[src/rtl/alu_div_sequencer_if.sv]
// alu_div_sequencer_if: Alu types plus the divide request/result and Alu-borrow bus
package alu_pkg;
    typedef enum logic [3:0] {
        ALU_ADD, ALU_SUB, ALU_AND, ALU_OR, ALU_XOR,
        ALU_SLL, ALU_SRL, ALU_SRA, ALU_SLT, ALU_SLTU
    } alu_op_t;
    typedef struct packed {
        logic z;
        logic n;
        logic c;
        logic v;
    } alu_flags_t;
endpackage

interface alu_div_sequencer_if;
    import alu_pkg::*;
    logic        start;
    logic        is_signed;
    logic [31:0] dividend;
    logic [31:0] divisor;
    logic        busy;
    logic        done;
    logic [31:0] quotient;
    logic [31:0] remainder;
    logic        div_by_zero;
    logic        alu_req;
    alu_op_t     alu_ops;
    logic [31:0] alu_in1;
    logic [31:0] alu_in2;
    logic [31:0] alu_out;
    alu_flags_t  alu_flags;
    modport master (
        output start, is_signed, dividend, divisor, alu_out, alu_flags,
        input  busy, done, quotient, remainder, div_by_zero,
               alu_req, alu_ops, alu_in1, alu_in2
    );
    modport slave (
        input  start, is_signed, dividend, divisor, alu_out, alu_flags,
        output busy, done, quotient, remainder, div_by_zero,
               alu_req, alu_ops, alu_in1, alu_in2
    );
endinterface

[src/rtl/alu_div_sequencer.sv]
// alu_div_sequencer: 34-cycle restoring UDIV/SDIV that borrows the shared Alu for its subtracts
module alu_div_sequencer
    import alu_pkg::*;
(
    input logic               clk,
    input logic               rst,
    alu_div_sequencer_if.slave bus
);
    typedef enum logic [1:0] {IDLE, DIV, FIX, DONE} state_t;
    state_t      state;
    logic [31:0] r, q, d, dv;
    logic [4:0]  cnt;
    logic        neg_q, neg_r;
    logic        accept;
    logic [31:0] a_abs, b_abs, sh;
    assign accept = bus.start && (state == IDLE || state == DONE);
    assign a_abs = (bus.is_signed && bus.dividend[31]) ? -bus.dividend : bus.dividend;
    assign b_abs = (bus.is_signed && bus.divisor[31]) ? -bus.divisor : bus.divisor;
    assign sh = {r[30:0], d[31]};
    assign bus.alu_ops = ALU_SUB;
    // Alu operands are forced to zero whenever the Alu belongs to someone else
    assign bus.alu_in1 = bus.alu_req ? sh : '0;
    assign bus.alu_in2 = bus.alu_req ? dv : '0;
    always_ff @(posedge clk) begin
        if (rst) begin
            state           <= IDLE;
            cnt             <= '0;
            r               <= '0;
            q               <= '0;
            d               <= '0;
            dv              <= '0;
            neg_q           <= 1'b0;
            neg_r           <= 1'b0;
            bus.busy        <= 1'b0;
            bus.done        <= 1'b0;
            bus.alu_req     <= 1'b0;
            bus.quotient    <= '0;
            bus.remainder   <= '0;
            bus.div_by_zero <= 1'b0;
        end else begin
            bus.done <= 1'b0;
            if (accept) begin
                d     <= a_abs;
                dv    <= b_abs;
                r     <= '0;
                q     <= '0;
                cnt   <= '0;
                neg_q <= bus.is_signed & (bus.dividend[31] ^ bus.divisor[31]);
                neg_r <= bus.is_signed & bus.dividend[31];
                if (bus.divisor == '0) begin
                    state           <= DONE;
                    bus.done        <= 1'b1;
                    bus.quotient    <= '0;
                    bus.remainder   <= bus.dividend;
                    bus.div_by_zero <= 1'b1;
                end else begin
                    state           <= DIV;
                    bus.busy        <= 1'b1;
                    bus.alu_req     <= 1'b1;
                    bus.div_by_zero <= 1'b0;
                end
            end else begin
                case (state)
                    DIV: begin
                        r   <= bus.alu_flags.c ? bus.alu_out : sh;
                        q   <= {q[30:0], bus.alu_flags.c};
                        d   <= {d[30:0], 1'b0};
                        cnt <= cnt + 5'd1;
                        if (cnt == 5'd31) begin
                            state       <= FIX;
                            bus.alu_req <= 1'b0;
                        end
                    end
                    FIX: begin
                        bus.quotient  <= neg_q ? -q : q;
                        bus.remainder <= neg_r ? -r : r;
                        bus.busy      <= 1'b0;
                        bus.done      <= 1'b1;
                        state         <= DONE;
                    end
                    DONE: state <= IDLE;
                    default: state <= IDLE;
                endcase
            end
        end
    end
endmodule
[src/flat_wrapper.sv]
// flat-port wrapper written by rule: the top's interface ports become plain ports
module alu_div_sequencer_flat import alu_pkg::*;
  (clk, rst, bus_start, bus_is_signed, bus_dividend, bus_divisor, bus_alu_out, bus_alu_flags, bus_busy, bus_done, bus_quotient, bus_remainder, bus_div_by_zero, bus_alu_req, bus_alu_ops, bus_alu_in1, bus_alu_in2);
  alu_div_sequencer_if bus_i ();
  input logic clk;
  input logic rst;
  input wire logic [$bits(bus_i.start)-1:0] bus_start;
  input wire logic [$bits(bus_i.is_signed)-1:0] bus_is_signed;
  input wire logic [$bits(bus_i.dividend)-1:0] bus_dividend;
  input wire logic [$bits(bus_i.divisor)-1:0] bus_divisor;
  input wire logic [$bits(bus_i.alu_out)-1:0] bus_alu_out;
  input wire logic [$bits(bus_i.alu_flags)-1:0] bus_alu_flags;
  output wire logic [$bits(bus_i.busy)-1:0] bus_busy;
  output wire logic [$bits(bus_i.done)-1:0] bus_done;
  output wire logic [$bits(bus_i.quotient)-1:0] bus_quotient;
  output wire logic [$bits(bus_i.remainder)-1:0] bus_remainder;
  output wire logic [$bits(bus_i.div_by_zero)-1:0] bus_div_by_zero;
  output wire logic [$bits(bus_i.alu_req)-1:0] bus_alu_req;
  output wire logic [$bits(bus_i.alu_ops)-1:0] bus_alu_ops;
  output wire logic [$bits(bus_i.alu_in1)-1:0] bus_alu_in1;
  output wire logic [$bits(bus_i.alu_in2)-1:0] bus_alu_in2;
  assign bus_i.start = bus_start;
  assign bus_i.is_signed = bus_is_signed;
  assign bus_i.dividend = bus_dividend;
  assign bus_i.divisor = bus_divisor;
  assign bus_i.alu_out = bus_alu_out;
  assign bus_i.alu_flags = bus_alu_flags;
  assign bus_busy = bus_i.busy;
  assign bus_done = bus_i.done;
  assign bus_quotient = bus_i.quotient;
  assign bus_remainder = bus_i.remainder;
  assign bus_div_by_zero = bus_i.div_by_zero;
  assign bus_alu_req = bus_i.alu_req;
  assign bus_alu_ops = bus_i.alu_ops;
  assign bus_alu_in1 = bus_i.alu_in1;
  assign bus_alu_in2 = bus_i.alu_in2;
  alu_div_sequencer u_core (.clk(clk), .rst(rst), .bus(bus_i));
endmodule
[config.mk]
export PLATFORM = sky130hd
export DESIGN_NAME = alu_div_sequencer_flat
export DESIGN_NICKNAME = d
export VERILOG_FILES = /design/src/rtl/alu_div_sequencer_if.sv /design/src/rtl/alu_div_sequencer.sv /design/src/flat_wrapper.sv
export SDC_FILE = /design/constraint.sdc
export NUM_CORES = 1
export LEC_CHECK = 0
export CAP_MARGIN = 20
export CORE_MARGIN = 8
export CORE_UTILIZATION = 52
export DETAILED_ROUTE_END_ITERATION = 16
export PLACE_DENSITY = 0.84
export SLEW_MARGIN = 20
export SYNTH_ARGS = -nofsm -noshare
export SYNTH_HDL_FRONTEND = slang
export SYNTH_SLANG_ARGS = --single-unit
[constraint.sdc]
create_clock -name clk -period 2.83 [get_ports clk]
set_clock_uncertainty 0.15 [all_clocks]
set_input_delay 0.283 -clock clk [delete_from_list [all_inputs] [get_ports clk]]
set_output_delay 0.283 -clock clk [all_outputs]
set_load 0.02 [all_outputs]
**Word-level counts from Yosys, hierarchy flattened**

Cells that the tools add are included.

- Flip-flop bits (word level): 205
- Bits in latches: 0
- Bits in writable memories: 0
- Bits in read-only memories: 0
- Output and inout port bits: 136
- Memories: 0

- $add $sub $neg: 5
- Multiply operators: 0
- Div/mod/pow operators: 0
- $lt $le $gt $ge: 0
- Eq/ne operators: 7
- Shifts and indexed selects: 0
- Muxes and demuxes: 28
- Bitwise logic cells: 3
- Reduce and logical (&&, ||, !) cells: 13

Operators by type and width:

| kind | count |
|---|---|
| $mux 32 | 15 |
| $neg 32->32 | 4 |
| $logic_not 32->1 | 1 |
| $mux 1 | 9 |
| $mux 2 | 3 |
| $reduce_bool 2->1 | 3 |
| $add 5x1->5 const B | 1 |
| $eq 5x5->1 const B | 1 |
| $eq 2x2->1 const B | 2 |
| $ne 2x2->1 const B | 2 |
| $pmux 2 s2 | 1 |
| $reduce_and 2->1 | 2 |
| $logic_and 1x1->1 | 3 |
| $ne 3x1->1 const B | 1 |
| $reduce_and 3->1 | 1 |
| $and 1x1->1 | 2 |
| $eq 2x1->1 const B | 1 |
| $logic_not 2->1 | 1 |
| $reduce_or 2->1 | 1 |
| $logic_or 1x1->1 | 1 |
| $xor 1x1->1 | 1 |

**Depth between registers and ports, before layout**

Gate-level depths: netlist of the first run.

- Depth after elaboration: 5
- Depth in mapped cells: 11
- Depth with buffers taken out: 8

**Worst setup path before layout of the first run**

Ideal clock, no wire load.

- Kind: flip-flop to flip-flop
- Start point: register u_core.state[0]
- End point: register u_core.bus.quotient[21]
- Library setup time: 125 ps
- Data arrival time: 2186 ps
- Path slack: 368 ps
- Cell stages (with the launch flop): 12
- Period minus slack after synthesis: 2462 ps
- Path through: dfxtp_1 inv_1 ha_1 and2_1 clkbuf_1 nand3_1 nor4_4 or2_1 buf_4 nor2_1 buf_2 o2bb2ai_1

- Cells in the longest elaborated chain, start to end: 5
- Elaborated cells on any way between the ends: 9
- Classes of those cells: eq/ne: 3; mux: 1; reduce/logical: 5

RTL lines:

| element | RTL line | RTL |
|---|---|---|
| start: declaration | alu_div_sequencer.sv:10 | `state_t state;` |
| start signal: assignment | alu_div_sequencer.sv:26 | `state <= IDLE;` |
| start signal: assignment | alu_div_sequencer.sv:51 | `state <= DONE;` |
| start signal: assignment | alu_div_sequencer.sv:57 | `state <= DIV;` |
| $eq 2x2->1 or $logic_not 2->1 (tied branches) | alu_div_sequencer.sv:16 | `assign accept = bus.start && (state == IDLE \|\| state == DONE);` |
| $logic_or 1x1->1 | alu_div_sequencer.sv:16 |  |
| $logic_and 1x1->1 | alu_div_sequencer.sv:16 |  |
| $ne 2x2->1 (no line) or $reduce_bool 2->1 (tied branches) | - |  |
| $reduce_and 2->1 (no line) | - |  |
| end signal: assignment | alu_div_sequencer.sv:75 | `bus.quotient <= neg_q ? -q : q;` |
| end: declaration | alu_div_sequencer_if.sv:39 | `output busy, done, quotient, remainder, div_by_zero,` |

Several ways; a longest one is shown, not always the timed one.
A chain may end at the register's enable or synchronous reset.

**Worst setup path in the final report of the first run**

- Start point: register u_core.r[11]
- End point: register u_core.bus.remainder[27]

- Cells in the longest elaborated chain, start to end: 4

RTL lines:

| element | RTL line | RTL |
|---|---|---|
| start: declaration | alu_div_sequencer.sv:11 | `logic [31:0] r, q, d, dv;` |
| start signal: assignment | alu_div_sequencer.sv:65 | `r <= bus.alu_flags.c ? bus.alu_out : sh;` |
| $neg 32->32 | alu_div_sequencer.sv:76 | `bus.remainder <= neg_r ? -r : r;` |
| $mux 32 | alu_div_sequencer.sv:76 |  |
| $mux 32 | alu_div_sequencer.sv:63 | `case (state)` |
| $mux 32 | alu_div_sequencer.sv:42 | `if (accept) begin` |
| end signal: assignment | alu_div_sequencer.sv:54 | `bus.remainder <= bus.dividend;` |
| end signal: assignment | alu_div_sequencer.sv:76 |  |
| end: declaration | alu_div_sequencer_if.sv:39 |  |

No other way between the ends. The select of a mux whose other input is x is not followed.

==> results.cfg, run 1 <==
[drt]
wirelength_um = 33100
vias_per_cell = 5.66
post_drt_wl_per_cell_um = 18.1
drc = 0
drtIter0Drc = 746
vias = 10400
drtAntennaViolNets = 0
drt_pass1_iterations = 5

[final_layout]
fillers = 1617
syn_to_final_growth_pct = 34.2
fin_nets = 1650
seq_area_um2 = 4100
multi_input_area_um2 = 6470
drive_above_1_share = 0.0965
finalNonFillerCells = 1831

[critical_path]
cp-end-kind = flip-flop
crit_path_max_fanout = 9
cp_slowest_cell = nor4_1
required_ns = 3.11
cp.arrival_ns = 2.84
crit_family = simple AND/OR/NAND/NOR gates
cpPeakStageDelay_ns = 0.48
crit_chain = nor4_1 -> nand4_1 -> o41ai_1 -> xor2_1 -> a211o_1 -> a21oi_1
crit_type = flip-flop to flip-flop
cp-start-kind = flip-flop
crit_buf_inv = 0

[cts]
clk_pin_slew_ns = 0.06
cts_resized = 0
cts_sinks = 205
post_cts_buffers = 0
cts_max_level = 1
worstSkewPairLatency_ns = 0.50
clockRootBuffer = clkbuf_16
cts.path.max_buffers = 3
cts_tree = built
cts_buffers = 23

[synthesis]
synth_most_common_cell = dfxtp_1
synth_top_family_by_area = compound AO/OA/AOI/OAI gates
syn_area_per_cell_um2 = 8.50
synthAdderAreaFrac = 0.00905
synth_xor_xnor_area_share = 0.0927
synthArstFlopShare = 0
syn_inst = 1300
synth_compound_area_frac = 0.202
netlist_area_um2 = 11100
synthSimpleGateAreaFrac = 0.193
synth_top_flop_cell = dfxtp_1
synth_edf_count = 0
ys_seq_area_frac = 0.371
synth_seq_cells = 205
synth_cell_types = 63
ys.warnings.count = 0
yosys.area.top_type = dfxtp_1
synthTopCellsByCount = 205 x dfxtp_1, 151 x nor2_1, 93 x mux2i_1, 88 x nand2_1, 83 x clkbuf_1
synthTopCellsByArea = dfxtp_1 37%, mux2i_1 8.4%, xor2_1 5.7%, nor2_1 5.1%, a211oi_1 4.5%
synth_top_area_frac = 0.371
synthMuxAreaShare = 0.0852

[sta]
final_hold_viol_count = 0
fin_tns_setup_ns = 0
relSlewSlack = 0.350
fin_crit_ns = 2.56
timing.final.crit_share = 0.904
fmax_ghz = 0.391
maxSlewViolCount = 0
setup_violations = 0
worst_pin_slew_ns = 0.975
rsz0062_at_grt = no
worst_slack_ns = 0.271

[floorplanning]
dieArea_um2 = 26200
die_width_um = 162
die_y_um = 162
coreArea_um2 = 21000
start_util = 0.528
row_count = 53
io_pins = 240

[global_routing]
grt_pass1_vias = 10200
grtUsageTotal = 0.242
grt_pass1_wl_um = 53200
antenna_found_initial = 2
grt-ovfl-total = 0
grt_start_max_net_pins = 73

[placement]
gp_congestion = 0.897
port_buffers = 232
place_inst = 1786
place_ws_ns = -0.125
dpl.hpwl_um = 23800

[power_and_ir_drop]
p_clk_frac = 0.330
vdd_drop_max_mv = 0.393
seqPwrFrac = 0.365
p_comb_frac = 0.306
p_leak_nw = 5.52
p_switching_mw = 3.18
finalPower_mw = 9.61
power_density_nw_per_um2 = 647
p_int_mw = 6.42
swShare = 0.331

[job]
cap_violations = 0

[min_path]
hold_path.class = primary input to flip-flop

[status]
outcome = finished clean
## power groups by stage
stage	Sequential, mW	Clock, mW	Combinational, mW
after detailed placement	3.55	0	2.89
final	3.50	3.17	2.94
after CTS	3.50	3.21	2.92
after global placement	3.54	0	2.83
after global routing	3.55	3.35	3.20
after floorplan	3.50	0	1.90
## layer usage
| metal | up-vias | track usage | wire (µm) |
|---|---|---|---|
| li1 | 5105 | - | - |
| met2 | 348 | 0.395 | 15100 |
| met4 | 0 | 0.0846 | 907 |
| met1 | 4860 | 0.312 | 14700 |
| met5 | - | 0 | 0 |
| met3 | 52 | 0.0516 | 2370 |
## worst min-delay path, cell delays in order
cell	delay (ns)
clkdlybuf4s50_1	0.39
mux2i_1	0.13
a211oi_1	0.08
## cell type report
class / instances / area share
inverter: 17 / 0.00430
tap: 275 / 0.0232
clock buffer: 32 / 0.0444
multi-input combinational: 971 / 0.436
clock inverter: 9 / 0.00978
timing repair buffer: 320 / 0.205
antenna: 2 / 0.000337
sequential: 205 / 0.277
## path summary, 6_finish.rpt
| check | startpoint | endpoint | slack (ns) | depth (start not counted) |
|---|---|---|---|---|
| worst max register to register | u_core.r[11]$_SDFFE_PP0N_ | u_core.bus.remainder[27]$_SDFFE_PP0P_ | 0.27 | 6 |
| worst min register to register | u_core.dv[25]$_SDFFE_PP0P_ | u_core.dv[25]$_SDFFE_PP0P_ | 0.30 | 2 |
| worst max-delay path | u_core.r[11]$_SDFFE_PP0N_ | u_core.bus.remainder[27]$_SDFFE_PP0P_ | 0.27 | 6 |
| worst min-delay path | bus_alu_out[11] | u_core.r[11]$_SDFFE_PP0N_ | 0.28 | 3 |
## logic make-up after synthesis
kind of cell    count (synthesis)
simple gates                  423
compound gates                325
flops                         205
buf+inv                       126
xor+xnor                      117
mux                            94
fa+ha+maj                       8
other cells                     2
## what timing repair did
action / 4_1_cts / 5_1_grt
hold buffers: 1 / 0
hold endpoints to repair: 3 / 0
endpoints found under the setup margin: 0 / 0
## state kept, by name, summed over array words and instances, names as in the netlist
signal	flops
u_core.r	32
u_core.d	32
u_core.bus.done	1
u_core.bus.remainder	32
u_core.bus.div_by_zero	1
u_core.bus.alu_req	1
u_core.q	32
u_core.neg_q	1
u_core.bus.quotient	32
u_core.neg_r	1
u_core.bus.busy	1
u_core.state	2
u_core.dv	32
u_core.cnt	5
## through the flow
step,hold slack (ns),area [µm²],util
finish,0.279,14800,0.708
global route,0.299,14800,0.708
CTS,0.270,14800,0.707
detailed placement,0.287,14000,0.668
global placement,0.276,14000,0.668
floorplan,0.267,11100,-
## placed cells by master (no fill, tap or decap), types with 4 or more instances in the layout
cell type and count:
nand4_1 8, o211ai_1 15, a211o_1 5, ha_1 7, o31ai_1 32, a22oi_1 12, nand3b_1 5, clkinv_2 5
or4_1 8, nand2b_1 13, nor2_1 151, clkbuf_8 5, o41ai_1 15, a21o_1 11, mux2i_1 93, a31oi_1 6
xnor2_1 45, o22ai_1 17, inv_1 17, a211oi_1 67, or3_1 11, dfxtp_1 205, o2bb2ai_1 16, clkbuf_16 23
conb_1 4, bufinv_16 4, clkdlybuf4s50_1 230, buf_4 83, nor4_1 11, o21ai_0 39, nand3_1 13, clkbuf_1 4
a21oi_1 71, buf_12 5, nor2b_1 6, and2_1 67, xor2_1 72, nor3_1 16, nand2_1 87
No activity file was read; power rests on OpenSTA's default activity.
==> run 2, diff against run 1 <==
--- a/config.mk
+++ b/config.mk
@@ -9,6 +9,7 @@
 export CORE_MARGIN = 8
 export CORE_UTILIZATION = 52
 export DETAILED_ROUTE_END_ITERATION = 16
+export MAX_ROUTING_LAYER = met4
 export PLACE_DENSITY = 0.84
 export SLEW_MARGIN = 20
 export SYNTH_ARGS = -nofsm -noshare
==> results.cfg, run 2 (synthesis gave the netlist of run 1 again) <==
[status]
outcome = finished clean

[cts]
cts_sinks = 205
worstSkewPairLatency_ns = 0.51
post_cts_buffers = 0
holdBufCountCts = 0
clockRootBuffer = clkbuf_16
cts_tree = built
cts.path.max_buffers = 3
cts_buffers = 22
cts_resized = 0
cts_max_level = 1
clk_pin_slew_ns = 0.06

[sta]
fin_tns_setup_ns = 0
worst_pin_slew_ns = 1.03
fin_crit_ns = 2.58
fmax_ghz = 0.387
timing.final.crit_share = 0.913
setup_violations = 0
relSlewSlack = 0.310
maxSlewViolCount = 0
timing.hold.ws_ns = 0.0294
rsz0062_at_grt = no
final_hold_viol_count = 0

[critical_path]
cpPeakStageDelay_ns = 0.81
cp-start-kind = flip-flop
crit_family = simple AND/OR/NAND/NOR gates
crit_type = flip-flop to flip-flop
crit_chain = inv_1 -> ha_1 -> and2_2 -> nand3_1 -> nor4_4 -> nor2_2 -> a22oi_1 -> nor2_1
startpoint = u_core.state[0]$_SDFFE_PP0P_
required_ns = 3.12
worstReg2RegStart = u_core.state[0]$_SDFFE_PP0P_
cp-end-kind = flip-flop
crit_path_max_fanout = 22
cp_slowest_cell = nor2_2
cp.arrival_ns = 2.88
crit_buf_inv = 1

[drt]
post_drt_wl_per_cell_um = 18.4
drtIter0Drc = 747
drtAntennaViolNets = 0
vias_per_cell = 5.75
drt_pass1_iterations = 5
wirelength_um = 33400
vias = 10400
drc = 0

[global_routing]
grtUsageMet3 = 0.0433
antenna_found_initial = 2
busiest_layer = met2
grt-ovfl-total = 0
grt_pass1_vias = 10100
use_met2 = 0.399
grt_start_max_net_pins = 73
grtUsageTotal = 0.250
use_met1 = 0.320
grt_pass1_wl_um = 53200

[power_and_ir_drop]
p_comb_frac = 0.308
p_clk_frac = 0.321
seqPwrFrac = 0.371
vdd_drop_max_mv = 0.500
p_int_mw = 6.27
swShare = 0.337
p_switching_mw = 3.19
power_density_nw_per_um2 = 645
p_leak_nw = 5.41

[final_layout]
fin_nets = 1632
seq_area_um2 = 4100
drive_above_1_share = 0.0867
final_cell_mix = 230 x clkdlybuf4s50_1, 205 x dfxtp_1, 151 x nor2_1, 93 x mux2i_1, 87 x nand2_1
post-route-cell-area_um2 = 14600
multi_input_area_um2 = 6480
syn_to_final_growth_pct = 32.5
fillers = 1675
final_common_cell = clkdlybuf4s50_1

[placement]
port_buffers = 232
place_area_um2 = 13900
dpl.hpwl_um = 23800
gp_congestion = 0.904

[min_path]
worstHoldStart = rst
hold_path.class = primary input to flip-flop

[floorplanning]
io_pins = 240
die_width_um = 162
row_count = 53
die_y_um = 162
start_util = 0.528
coreArea_um2 = 21000
dieArea_um2 = 26200

[job]
cap_violations = 0
-- run 2: changes by cell type in the layout (fill, tap and decap cells not counted), sizes merged --
cell	previous run	this run
buf	89	72
bufinv	4	3
clkbuf	32	29
dlygate4sd3	1	0
clkinvlp	0	1
nor2	152	153
-- run 2: worst register-to-register path, stage by stage, from the launching register on --
cell     delay, ns
dfxtp_1       0.40
inv_1         0.07
ha_1          0.34
and2_2        0.22
nand3_1       0.11
nor4_4        0.08
nor2_2        0.81
a22oi_1       0.21
nor2_1        0.12
-- run 2: routing by layer --
| metal | vias up | wire (µm) | share of wire |
|---|---|---|---|
| met5 | - | 0 | 0 |
| met4 | 0 | 773 | 0.023 |
| met3 | 44 | 2350 | 0.071 |
| met2 | 406 | 15600 | 0.47 |
| met1 | 4895 | 14600 | 0.44 |
| li1 | 5067 | - | - |
-- run 2: layout make-up --
| cell class | instances | area share |
|---|---|---|
| multi-input cells | 972 | 0.442 |
| flip-flops and latches | 205 | 0.280 |
| repair buffers | 302 | 0.197 |
| clock buffers | 29 | 0.0436 |
| well taps | 275 | 0.0235 |
| clock inverters | 9 | 0.00837 |
| inverters | 17 | 0.00436 |
| diodes | 2 | 0.000342 |
-- run 2: power by group through the flow --
stage / combinational, mW / sequential (mW) / clock [mW]
final: 2.92 / 3.50 / 3.03
after CTS: 2.90 / 3.50 / 3.06
after detailed placement: 2.87 / 3.56 / 0
after global routing: 3.17 / 3.55 / 3.19
after global placement: 2.81 / 3.54 / 0
after floorplan: 1.90 / 3.50 / 0
-- run 2: worst paths after layout --
check / end / slack, ns / depth (start not counted)
setup / recovery: u_core.bus.quotient[6]$_SDFFE_PP0P_ / 0.25 / 8
hold / removal: u_core.bus.remainder[17]$_SDFFE_PP0P_ / 0.03 / 2
setup reg to reg: u_core.bus.quotient[6]$_SDFFE_PP0P_ / 0.25 / 8
hold reg to reg: u_core.dv[23]$_SDFFE_PP0P_ / 0.30 / 2
-- run 2: per-stage QoR --
step	utilization	cells	total power, mW	setup slack, ns
2_1_floorplan	-	1302	5.40	0.368
3_3_place_gp	0.662	1770	6.35	0.0514
3_5_place_dp	0.662	1770	6.43	0.0436
6_report	0.699	1811	9.46	0.245
4_1_cts	0.699	1808	9.46	0.102
5_1_grt	0.699	1811	9.90	0.0597
==> run 3, diff against run 2 <==
--- a/config.mk
+++ b/config.mk
@@ -10,8 +10,9 @@
 export CORE_UTILIZATION = 52
 export DETAILED_ROUTE_END_ITERATION = 16
 export MAX_ROUTING_LAYER = met4
-export PLACE_DENSITY = 0.84
+export PLACE_DENSITY = 0.82
 export SLEW_MARGIN = 20
 export SYNTH_ARGS = -nofsm -noshare
 export SYNTH_HDL_FRONTEND = slang
 export SYNTH_SLANG_ARGS = --single-unit
+export TNS_END_PERCENT = 100
==> results.cfg, run 3 (synthesis gave the netlist of run 1 again) <==
[global_routing]
grt_pass1_vias = 9900
grt_start_max_net_pins = 89
grt_pass1_wl_um = 52800
grt-ovfl-total = 0
antenna_found_initial = 1
grtUsageTotal = 0.249

[final_layout]
multi_input_area_um2 = 6470
final_common_cell = clkdlybuf4s50_1
final_util = 0.693
final_cell_mix = 230 x clkdlybuf4s50_1, 204 x dfxtp_1, 151 x nor2_1, 93 x mux2i_1, 87 x nand2_1
fin_nets = 1621
fillers = 1670
post-route-cell-area_um2 = 14500
drive_above_1_share = 0.0788
seq_area_um2 = 4110
syn_to_final_growth_pct = 31.4

[critical_path]
crit_type = flip-flop to output pin
cp-end-kind = output pin
crit_chain = buf_12 -> and2_1 -> clkdlybuf4s50_1
cp_slowest_cell = dfxtp_2
r2r_setup_slack_ns = 0.25
worstReg2RegStart = u_core.r[4]$_SDFFE_PP0N_
startpoint = u_core.bus.alu_req$_SDFFE_PP0P_
reg2regPathDepth = 6
cp-start-kind = flip-flop
cp.arrival_ns = 2.20
required_ns = 2.40
crit_path_max_fanout = 34
cpPeakStageDelay_ns = 0.68

[cts]
post_cts_buffers = 0
cts_resized = 0
cts_buffers = 22
cts_max_level = 1
clockRootBuffer = clkbuf_16
cts.path.max_buffers = 3
cts_tree = built
clk_pin_slew_ns = 0.06
holdBufCountCts = 0
cts_sinks = 205
worstSkewPairLatency_ns = 0.51

[power_and_ir_drop]
vdd_drop_max_mv = 0.443
finalPower_mw = 9.18
power_density_nw_per_um2 = 632
p_leak_nw = 5.34

[sta]
final_hold_viol_count = 0
setup_violations = 0
timing.hold.ws_ns = 0.0324
maxSlewViolCount = 0
fin_tns_setup_ns = 0
fmax_ghz = 0.380
fin_crit_ns = 2.64
worst_pin_slew_ns = 0.836
rsz0062_at_grt = no
relSlewSlack = 0.441
timing.final.crit_share = 0.931

[floorplanning]
row_count = 53
die_y_um = 162
die_width_um = 162
coreArea_um2 = 21000
start_util = 0.528
io_pins = 240
dieArea_um2 = 26200

[min_path]
hold_depth = 2
worstHoldStart = rst
hold_path.class = primary input to flip-flop

[placement]
port_buffers = 232
dpl.hpwl_um = 23700
place_area_um2 = 13800
gp_congestion = 0.912

[drt]
drtAntennaViolNets = 0
wirelength_um = 32900
drtIter0Drc = 672
vias = 10300
drt_pass1_iterations = 5
drc = 0
post_drt_wl_per_cell_um = 18.3
vias_per_cell = 5.73

[job]
cap_violations = 0

[status]
outcome = finished clean
run 3: per-layer routing:
| metal | GRT usage | share of wire | up-vias |
|---|---|---|---|
| met1 | 0.323 | 0.45 | 4854 |
| met5 | - | 0 | - |
| met4 | 0.0770 | 0.027 | 0 |
| li1 | - | - | 5058 |
| met3 | 0.0385 | 0.068 | 53 |
| met2 | 0.394 | 0.46 | 352 |
run 3: metrics by stage:
step,worst slack (ns),std cells
global placement,0.0330,1760
floorplan,0.368,1302
global route,0.00314,1798
finish,0.195,1799
CTS,0.133,1797
detailed placement,-0.0363,1760
run 3: final cells by class:
cell class,instances,area share
clock buffer,33,0.0463
antenna,2,0.000344
tap,275,0.0237
multi-input combinational,971,0.446
inverter,17,0.00439
timing repair buffer,292,0.195
sequential,205,0.283
clock inverter,4,0.00164
run 3: power by group:
part | total (mW) | internal (mW) | switching, mW
Combinational | 2.86 | 1.19 | 1.67
Clock | 2.79 | 1.63 | 1.15
Sequential | 3.54 | 3.22 | 0.317
Total | 9.18 | 6.04 | 3.14
run 3: worst max-delay path: cells and delay by family, from the launching register on:
family        cells  cell delay (ns)
buf+inv           2             0.85
flops             1             0.68
simple gates      1             0.15
run 3: final timing paths:
check                                          end
max                                bus_alu_in1[29]
min                   u_core.state[1]$_SDFFE_PP0P_
max reg2reg  u_core.bus.remainder[27]$_SDFFE_PP0P_
min reg2reg             u_core.dv[14]$_SDFFE_PP0P_
